**config.mk**
```make
export PLATFORM = sky130hd
export DESIGN_NAME = pipeline_credit_collector
export DESIGN_NICKNAME = d
export VERILOG_FILES = /design/src/rtl/pipeline_pkg.sv /design/src/rtl/pipeline_credit_collector_fifo.sv /design/src/rtl/pipeline_credit_collector.sv
export SDC_FILE = /design/constraint.sdc
export NUM_CORES = 1
export LEC_CHECK = 0
export ABC_CLOCK_PERIOD_IN_PS = 3100
export CAP_MARGIN = 20
export CORE_ASPECT_RATIO = 0.75
export CORE_UTILIZATION = 35
export CTS_CLUSTER_DIAMETER = 40
export CTS_CLUSTER_SIZE = 10
export DETAILED_ROUTE_END_ITERATION = 7
export PLACE_DENSITY = 0.58
export SYNTH_ARGS = -nofsm -noshare
export SYNTH_HDL_FRONTEND = slang
export SYNTH_SLANG_ARGS = --single-unit
```
**constraint.sdc**
```tcl
create_clock -name clk -period 3.1 [get_ports clk]
set_clock_uncertainty 0.2 [all_clocks]
set_input_delay 0.31 -clock clk [delete_from_list [all_inputs] [get_ports clk]]
set_output_delay 0.31 -clock clk [all_outputs]
set_load 0.02 [all_outputs]
```
**src/rtl/pipeline_pkg.sv**
```systemverilog
// Shared width helpers for the pipeline credit collector and its result FIFO.
package pipeline_pkg;

  function automatic int clog2(input int value);
    int result;
    result = 0;
    while ((1 << result) < value) result++;
    return result;
  endfunction

  // Counters must hold the full depth, so they need one more value than the pointer index.
  function automatic int credit_width(input int depth);
    return clog2(depth + 1);
  endfunction

  function automatic int ptr_width(input int depth);
    return clog2(depth) + 1;
  endfunction

  localparam int DEFAULT_BIT_WIDTH  = 10;
  localparam int DEFAULT_FIFO_DEPTH = 8;
  localparam int CREDIT_W           = clog2(DEFAULT_FIFO_DEPTH + 1);
  localparam int PTR_W              = clog2(DEFAULT_FIFO_DEPTH) + 1;

endpackage

```
**src/rtl/pipeline_credit_collector_fifo.sv**
```systemverilog
// First-word-fall-through result buffer with wrap-bit pointers; the head is always
// the registered entry at the read pointer.
module sync_fifo_fwft
  import pipeline_pkg::*;
#(
  parameter int BIT_WIDTH  = 10,
  parameter int FIFO_DEPTH = 8
) (
  input  logic                                clk,
  input  logic                                reset,
  input  logic                                push,
  input  logic [BIT_WIDTH-1:0]                push_data,
  input  logic                                pop,
  output logic [BIT_WIDTH-1:0]                head_data,
  output logic                                empty,
  output logic                                full,
  output logic [credit_width(FIFO_DEPTH)-1:0] count
);

  localparam int PW = ptr_width(FIFO_DEPTH);
  localparam int AW = PW - 1;
  localparam int CW = credit_width(FIFO_DEPTH);

  logic [PW-1:0]        wr_ptr_q, wr_ptr_d;
  logic [PW-1:0]        rd_ptr_q, rd_ptr_d;
  logic [BIT_WIDTH-1:0] mem_q [FIFO_DEPTH];
  logic [BIT_WIDTH-1:0] mem_d [FIFO_DEPTH];
  logic                 do_write;
  logic                 do_read;
  logic [PW-1:0]        fill;

  assign empty     = (wr_ptr_q == rd_ptr_q);
  assign full      = (wr_ptr_q[PW-1] != rd_ptr_q[PW-1]) &&
                     (wr_ptr_q[AW-1:0] == rd_ptr_q[AW-1:0]);
  assign fill      = wr_ptr_q - rd_ptr_q;
  assign count     = CW'(fill);
  assign head_data = mem_q[rd_ptr_q[AW-1:0]];

  // A write into a full buffer is only legal when the head leaves in the same cycle.
  assign do_read  = pop && !empty;
  assign do_write = push && (!full || do_read);

  always_comb begin
    mem_d    = mem_q;
    wr_ptr_d = wr_ptr_q + PW'(do_write);
    rd_ptr_d = rd_ptr_q + PW'(do_read);
    if (do_write) mem_d[wr_ptr_q[AW-1:0]] = push_data;
  end

  always_ff @(posedge clk or posedge reset) begin
    if (reset) begin
      wr_ptr_q <= '0;
      rd_ptr_q <= '0;
      for (int i = 0; i < FIFO_DEPTH; i++) mem_q[i] <= '0;
    end else begin
      wr_ptr_q <= wr_ptr_d;
      rd_ptr_q <= rd_ptr_d;
      mem_q    <= mem_d;
    end
  end

endmodule

```
**src/rtl/pipeline_credit_collector.sv**
```systemverilog
// Receiving end of a fixed-latency delay line: credits gate upstream issue so every
// result in flight owns a buffer slot, and results drain on a valid/ready handshake.
module pipeline_credit_collector
  import pipeline_pkg::*;
#(
  parameter int BIT_WIDTH  = 10,
  parameter int FIFO_DEPTH = 8
) (
  input  logic                                clk,
  input  logic                                reset,
  input  logic                                issue_valid,
  output logic                                issue_ready,
  input  logic                                pipe_valid,
  input  logic [BIT_WIDTH-1:0]                pipe_data,
  output logic                                out_valid,
  input  logic                                out_ready,
  output logic [BIT_WIDTH-1:0]                out_data,
  output logic [credit_width(FIFO_DEPTH)-1:0] credits,
  output logic                                err_unexpected
);

  localparam int CW = credit_width(FIFO_DEPTH);

  logic [CW-1:0] credits_q, credits_d;
  logic [CW-1:0] in_flight_q, in_flight_d;
  logic          err_q, err_d;
  logic          issue;
  logic          pop;
  logic          accepted;
  logic          overflow;
  logic          fifo_empty;
  logic          fifo_full;
  logic [CW-1:0] occupancy;

  assign issue_ready    = (credits_q != '0);
  assign issue          = issue_valid && issue_ready;
  assign out_valid      = !fifo_empty;
  assign pop            = out_valid && out_ready;
  assign accepted       = pipe_valid && (in_flight_q != '0);
  assign overflow       = accepted && fifo_full && !pop;
  assign credits        = credits_q;
  assign err_unexpected = err_q;

  // A result with nothing in flight is stale (e.g. left over across a reset) and is dropped.
  always_comb begin
    credits_d   = credits_q - CW'(issue) + CW'(pop);
    in_flight_d = in_flight_q + CW'(issue) - CW'(accepted);
    err_d       = err_q || (pipe_valid && (in_flight_q == '0)) || overflow;
  end

  always_ff @(posedge clk or posedge reset) begin
    if (reset) begin
      credits_q   <= CW'(FIFO_DEPTH);
      in_flight_q <= '0;
      err_q       <= 1'b0;
    end else begin
      credits_q   <= credits_d;
      in_flight_q <= in_flight_d;
      err_q       <= err_d;
    end
  end

  sync_fifo_fwft #(
    .BIT_WIDTH (BIT_WIDTH),
    .FIFO_DEPTH(FIFO_DEPTH)
  ) u_fifo (
    .clk      (clk),
    .reset    (reset),
    .push     (accepted),
    .push_data(pipe_data),
    .pop      (pop),
    .head_data(out_data),
    .empty    (fifo_empty),
    .full     (fifo_full),
    .count    (occupancy)
  );

  // Every slot is exactly one of: free credit, result in flight, or buffered result.
  property p_credit_conservation;
    @(posedge clk) disable iff (reset)
      (32'(credits_q) + 32'(in_flight_q) + 32'(occupancy)) == FIFO_DEPTH;
  endproperty
  a_credit_conservation: assert property (p_credit_conservation);

endmodule

```
# Yosys cells after proc, flatten, opt, wreduce, memory -nomap -nowiden
# Cells that the tools add are included.
# W data, S select, Z words.
[classes]
n_addsub = 6
n_lt_le_gt_ge = 3
n_eq_ne = 3
n_mux = 6
n_bitwise = 2
reduce_logical = 19
[op_table]
columns = ["operator", "count"]
rows = [
  ["$bwmux W80", 1],
  ["$bmux W10 S3", 1],
  ["$demux W10 S3", 1],
  ["$mux W10", 3],
  ["$add A4 B1 Y4", 4],
  ["$logic_and A1 B1 Y1", 10],
  ["$ge A4 B4 Y1 const B", 2],
  ["$not A3 Y4", 2],
  ["$reduce_bool A4 Y1", 2],
  ["$sub A4 B1 Y4", 2],
  ["$eq A4 B4 Y1", 1],
  ["$logic_not A4 Y1", 1],
  ["$lt A4 B1 Y1 const B", 1],
  ["$eq A3 B3 Y1", 1],
  ["$logic_not A1 Y1", 3],
  ["$logic_or A1 B1 Y1", 3],
  ["$ne A1 B1 Y1", 1],
]
[word_totals]
reg_bits = 97
in_bits = 15
wordCells = 52

# Logic depth before layout (Yosys ltp)
# Gate-level depths: netlist (run 1).
[depth]
ltp_word = 7
mapped_depth = 12

# By module
# Synthesis (run 1) repeated with hierarchy kept, for this count alone.
[hier_totals]
hier_cells = 329
area_unflattened_um2 = 4712.0
[modules_own_cells]
columns = ["mod", "n_inst", "cells_per_inst", "area_each_um2"]
rows = [
  ["sync_fifo_fwft", 1, 276, 4144.0],
  ["pipeline_credit_collector", 1, 53, 568.0],
]

# Least setup slack after synthesis (run 1)
# Ideal clock, no wire load.
[synth_path]
path_kind = "register -> register"
start = "register u_fifo.wr_ptr_q[0]"
end = "register credits_q[2], in the netlist credits[2]"
setup_ps = 123
arrival_time_ps = 2563
required_ps = 2777
setup_slack_ps = 214
path_stages_with_launch = 13
n_path_buf = 2
period_less_slack_ps = 2886
path_cell_list = "dfrtp_1 buf_4 xor2_1 nor3_1 buf_6 nand2_1 nand2_1 ha_1 inv_1 ha_1 inv_1 fa_1 xnor2_1"
[synth_between]
elab_chain_len = 4
[synth_lines]
columns = ["element", "line", "rtl"]
rows = [
  ["start, declared", "pipeline_credit_collector_fifo.sv:24", "logic [PW-1:0] wr_ptr_q, wr_ptr_d;"],
  ["start signal, assigned", "pipeline_credit_collector_fifo.sv:56", "wr_ptr_q <= wr_ptr_d;"],
  ["$eq A4 B4 Y1", "pipeline_credit_collector_fifo.sv:32", "assign empty = (wr_ptr_q == rd_ptr_q);"],
  ["$logic_not A1 Y1", "pipeline_credit_collector.sv:37", "assign out_valid = !fifo_empty;"],
  ["net out_valid", "pipeline_credit_collector.sv:15", "output logic out_valid,"],
  ["$logic_and A1 B1 Y1", "pipeline_credit_collector.sv:38", "assign pop = out_valid && out_ready;"],
  ["$add A4 B1 Y4", "pipeline_credit_collector.sv:46", "credits_d = credits_q - CW'(issue) + CW'(pop);"],
  ["net credits_d[2]", "pipeline_credit_collector.sv:24", "logic [CW-1:0] credits_q, credits_d;"],
  ["end signal, assigned", "pipeline_credit_collector.sv:53", "credits_q <= CW'(FIFO_DEPTH);"],
  ["end signal, assigned", "pipeline_credit_collector.sv:57", "credits_q <= credits_d;"],
  ["end, declared", "pipeline_credit_collector.sv:24", ""],
]
# The timed path passes the listed nets, and every way through them passes these cells.
# A chain may end at the register's enable or synchronous reset.

# Worst setup path after layout (run 1)
[layout_path]
start = "register u_fifo.rd_ptr_q[0]"
end = "output port out_data[1]"
[layout_between]
elab_chain_len = 4
[layout_lines]
columns = ["element", "line", "rtl"]
rows = [
  ["start, declared", "pipeline_credit_collector_fifo.sv:25", "logic [PW-1:0] rd_ptr_q, rd_ptr_d;"],
  ["start signal, assigned", "pipeline_credit_collector_fifo.sv:57", "rd_ptr_q <= rd_ptr_d;"],
  ["$not A3 Y4 (implied by the code)", "pipeline_credit_collector_fifo.sv:37", "assign head_data = mem_q[rd_ptr_q[AW-1:0]];"],
  ["$bmux W10 S3", "pipeline_credit_collector_fifo.sv:37", ""],
  ["$mux W10 (implied by the code) (2 in series)", "pipeline_credit_collector_fifo.sv:37", ""],
  ["end, declared", "pipeline_credit_collector.sv:17", "output logic [BIT_WIDTH-1:0] out_data,"],
]
# Every way passes these cells. The select of a mux whose other input is x is not followed.

==> results of run 1 <==
-- metal layers --
metal,GRT usage,vias to the layer above,part of all wire
met5,0,-,0
met2,0.235,32,0.46
li1,-,1187,-
met1,0.224,1366,0.50
met3,0.0382,8,0.029
met4,0.0467,0,0.011
-- logic make-up after synthesis --
kind of cell,count (synthesis),share of synthesized area
mux,110,0.315
flops,97,0.522
buf+inv,25,0.0234
simple gates,17,0.0194
fa+ha+maj,16,0.0462
compound gates,15,0.0521
xor+xnor,12,0.0226
-- power groups by stage --
stage	Combinational (mW)	Clock (mW)	Sequential (mW)
floorplan	2.29	0	2.22
global placement	3.17	0	2.30
detailed placement	3.23	0	2.31
CTS	3.25	1.25	2.29
global route	3.46	1.29	2.38
finish	3.19	1.22	2.29
-- worst register-to-register path, delay by kind of cell (launching register included) --
| kind | cells | cell delay [ns] |
|---|---|---|
| xor gates and xnor gates | 1 | 0.18 |
| adders and majority gates | 4 | 0.97 |
| buffers and inverters | 3 | 0.16 |
| DFF | 1 | 0.36 |
| and+or+nand+nor | 2 | 0.59 |
-- worst max path at each step --
stage / start / end / slack, ns
after global routing: u_fifo.rd_ptr_q[0]$_DFF_PP0_ / out_data[0] / 0.16
after detailed placement: in_flight_q[2]$_DFF_PP0_ / in_flight_q[2]$_DFF_PP0_ / 0.51
after CTS: u_fifo.rd_ptr_q[0]$_DFF_PP0_ / out_data[1] / 0.23
after floorplan: reset / credits[0]$_DFF_PP0_ / 0.06
after global placement: in_flight_q[2]$_DFF_PP0_ / in_flight_q[2]$_DFF_PP0_ / 0.56
final: u_fifo.rd_ptr_q[0]$_DFF_PP0_ / out_data[1] / 0.26
-- registers in the layout, indices dropped and copies added (netlist names) --
name             cells
credits              4
err_unexpected       1
in_flight_q          4
u_fifo.mem_q        80
u_fifo.rd_ptr_q      4
u_fifo.wr_ptr_q      4
-- final cells by class --
cell class              count  area, µm²
clock inverters             6       90.1
well taps                 171        214
clock buffers              10        239
flip-flops and latches     97       2430
multi-input cells         170       2120
fillers                  1200       7340
inverters                  17       65.1
repair buffers             53        475
-- Yosys cell counts, types with 3 or more instances --
| cell type | count |
|---|---|
| a21oi_1 | 3 |
| ha_1 | 14 |
| buf_2 | 3 |
| dfrtp_1 | 96 |
| xor2_1 | 8 |
| a2111oi_4 | 6 |
| nand2_1 | 5 |
| mux2_2 | 90 |
| xnor2_1 | 4 |
| mux4_2 | 20 |
| inv_1 | 17 |
==> flow_summary_export.csv, run 1 <==
group,metric,value,unit
sta,rsz0062_at_grt,"no",
finish,n_antenna_cell,0,
synth,synth_edf_count,0,
pwr,leakage,2.35,nW
sta,setup_viol,0,
pwr,power_frac_seq,0.342,
placed_design,place_inst,508,
grt,grt_pass1_wl,15.7,mm
route,wl_per_cell,18.3,µm
synth,syn_area,0.00465,mm²
route,finalWirelength,9.60,mm
grt,grt_pass1_vias,2753,
sta,period_needed,2.84,ns
run,max_cap_violations,0,
grt,antenna_found_initial,0,
cts,postCtsSetupRepairBufs,0,
finish,layout_commonest_cell,"dfrtp_1",
pwr,total_power,6.70,mW
pwr,internal-power,4.43,mW
finish,drive_gt1_frac,0.459,
placed_design,dp_slack,0.508,ns
cts,clock_latency,0.34,ns
worst_setup_path,r2r-end,"in_flight_q[2]$_DFF_PP0_",
worst_setup_path,r2r-start,"in_flight_q[2]$_DFF_PP0_",
pwr,peakVddDrop,0.000599,V
cts,cts_buffers,9,
placed_design,gp_congestion,0.766,
sta,timing.hold.ws,0.0432,ns
finish,nets,379,
worst_setup_path,crit_fanout,11,
sta,finalHoldViolCount,0,
floorplan,coreArea,0.0130,mm²
cts,hold_buffers,0,
worst_setup_path,crit_buf_inv,2,
grt,overflow,0,
synth,synth_top_area_cell,"dfrtp_1",
cts,cts_tree,"done",
synth,synthTopCellsByArea,"dfrtp_1 (52%), mux2_2 (22%), mux4_2 (9.7%)",
finish,final_area,0.00563,mm²
hold_path,hp-class,"in -> async",
synth,synth_cell_type_count,31,
route,via_per_inst,4.95,
floorplan,ios,32,
placed_design,dp_hpwl,6.43,mm
pwr,comb_power_share,0.476,
route,drt_first_pass_iters,4,
synth,postSynthCellCount,292,
worst_setup_path,critPathKind,"reg -> out",
worst_setup_path,reg2reg_slack,0.51,ns
worst_setup_path,critPathArrivalTime,2.33,ns
synth,synth_top_area_frac,0.516,
floorplan,dieWidth,135,µm
sta,slew_violations,0,
pwr,p_per_area,1190,mW/mm²
worst_setup_path,critPathSlowestCell,"clkdlybuf4s50_1",
floorplan,rows,36,
route,drcViolationCount,0,
cts,cts_root_buf,"clkbuf_16",
worst_setup_path,cp.depth,4,
worst_setup_path,crit_chain,"buf_4 > mux4_2 > mux2_2 > clkdlybuf4s50_1",
cts,clk_pin_slew_worst_paths,0.07,ns
pwr,p_sw_frac,0.339,
route,antenna_left,0,
cts,cts_buffer_depth,2,
route,vias,2593,
worst_setup_path,critical-path-max-stage-delay,0.55,ns
cts,cts-htree-levels,3,
worst_setup_path,crit_required,2.59,ns
synth,synth_seq_cells,97,
sta,finalCritPeriodShare,0.916,
finish,fin_cells,524,
grt,grt_max_degree,42,
worst_setup_path,start_kind,"flop",
sta,fmax,352,MHz
worst_setup_path,end_kind,"output pin",
synth,syn_nets,323,
synth,synthFlopType,"dfrtp_1",
synth,yosysWarningCount,0,
finish,fin_util,0.434,
floorplan,dieHeight,102,µm
finish,final_cell_mix,"dfrtp_1 (96), mux2_2 (90), clkdlybuf4s50_1 (31)",
synth,async_reset_ff_frac,1.00,
synth,avgSynthCellArea,15.9,µm²
pwr,power.switching,2.27,mW
sta,worstMarginPinSlew,0.518,ns
route,initialDrtViolationCount,95,
sta,setup_slack,0.261,ns
run_status,status,"complete, no violations",
cts,cts.sink_count,97,
finish,area_delta_synth_final,21.0,%
synth,seq_area_frac_synth,0.522,
sta,tns,0,ns
placed_design,port_buffers,31,
floorplan,start_util,0.359,
sta,slew_headroom,0.654,
grt,track_usage,0.156,
worst_setup_path,crit_family,"multiplexers",
worst_setup_path,reg2regPathDepth,10,
pwr,clock_power_share,0.182,
floorplan,dieArea,0.0138,mm²
placed_design,placed_cell_area,0.00531,mm²
cts,ctsResizeCount,0,
(Power assumes the default switching activity.)
==> run 2: changes to the inputs <==
--- a/config.mk
+++ b/config.mk
@@ -16,3 +16,4 @@
 export SYNTH_ARGS = -nofsm -noshare
 export SYNTH_HDL_FRONTEND = slang
 export SYNTH_SLANG_ARGS = --single-unit
+export TNS_END_PERCENT = 1
==> results of run 2 <==
The final DEF is identical to that of run 1; final timing and power are the same.
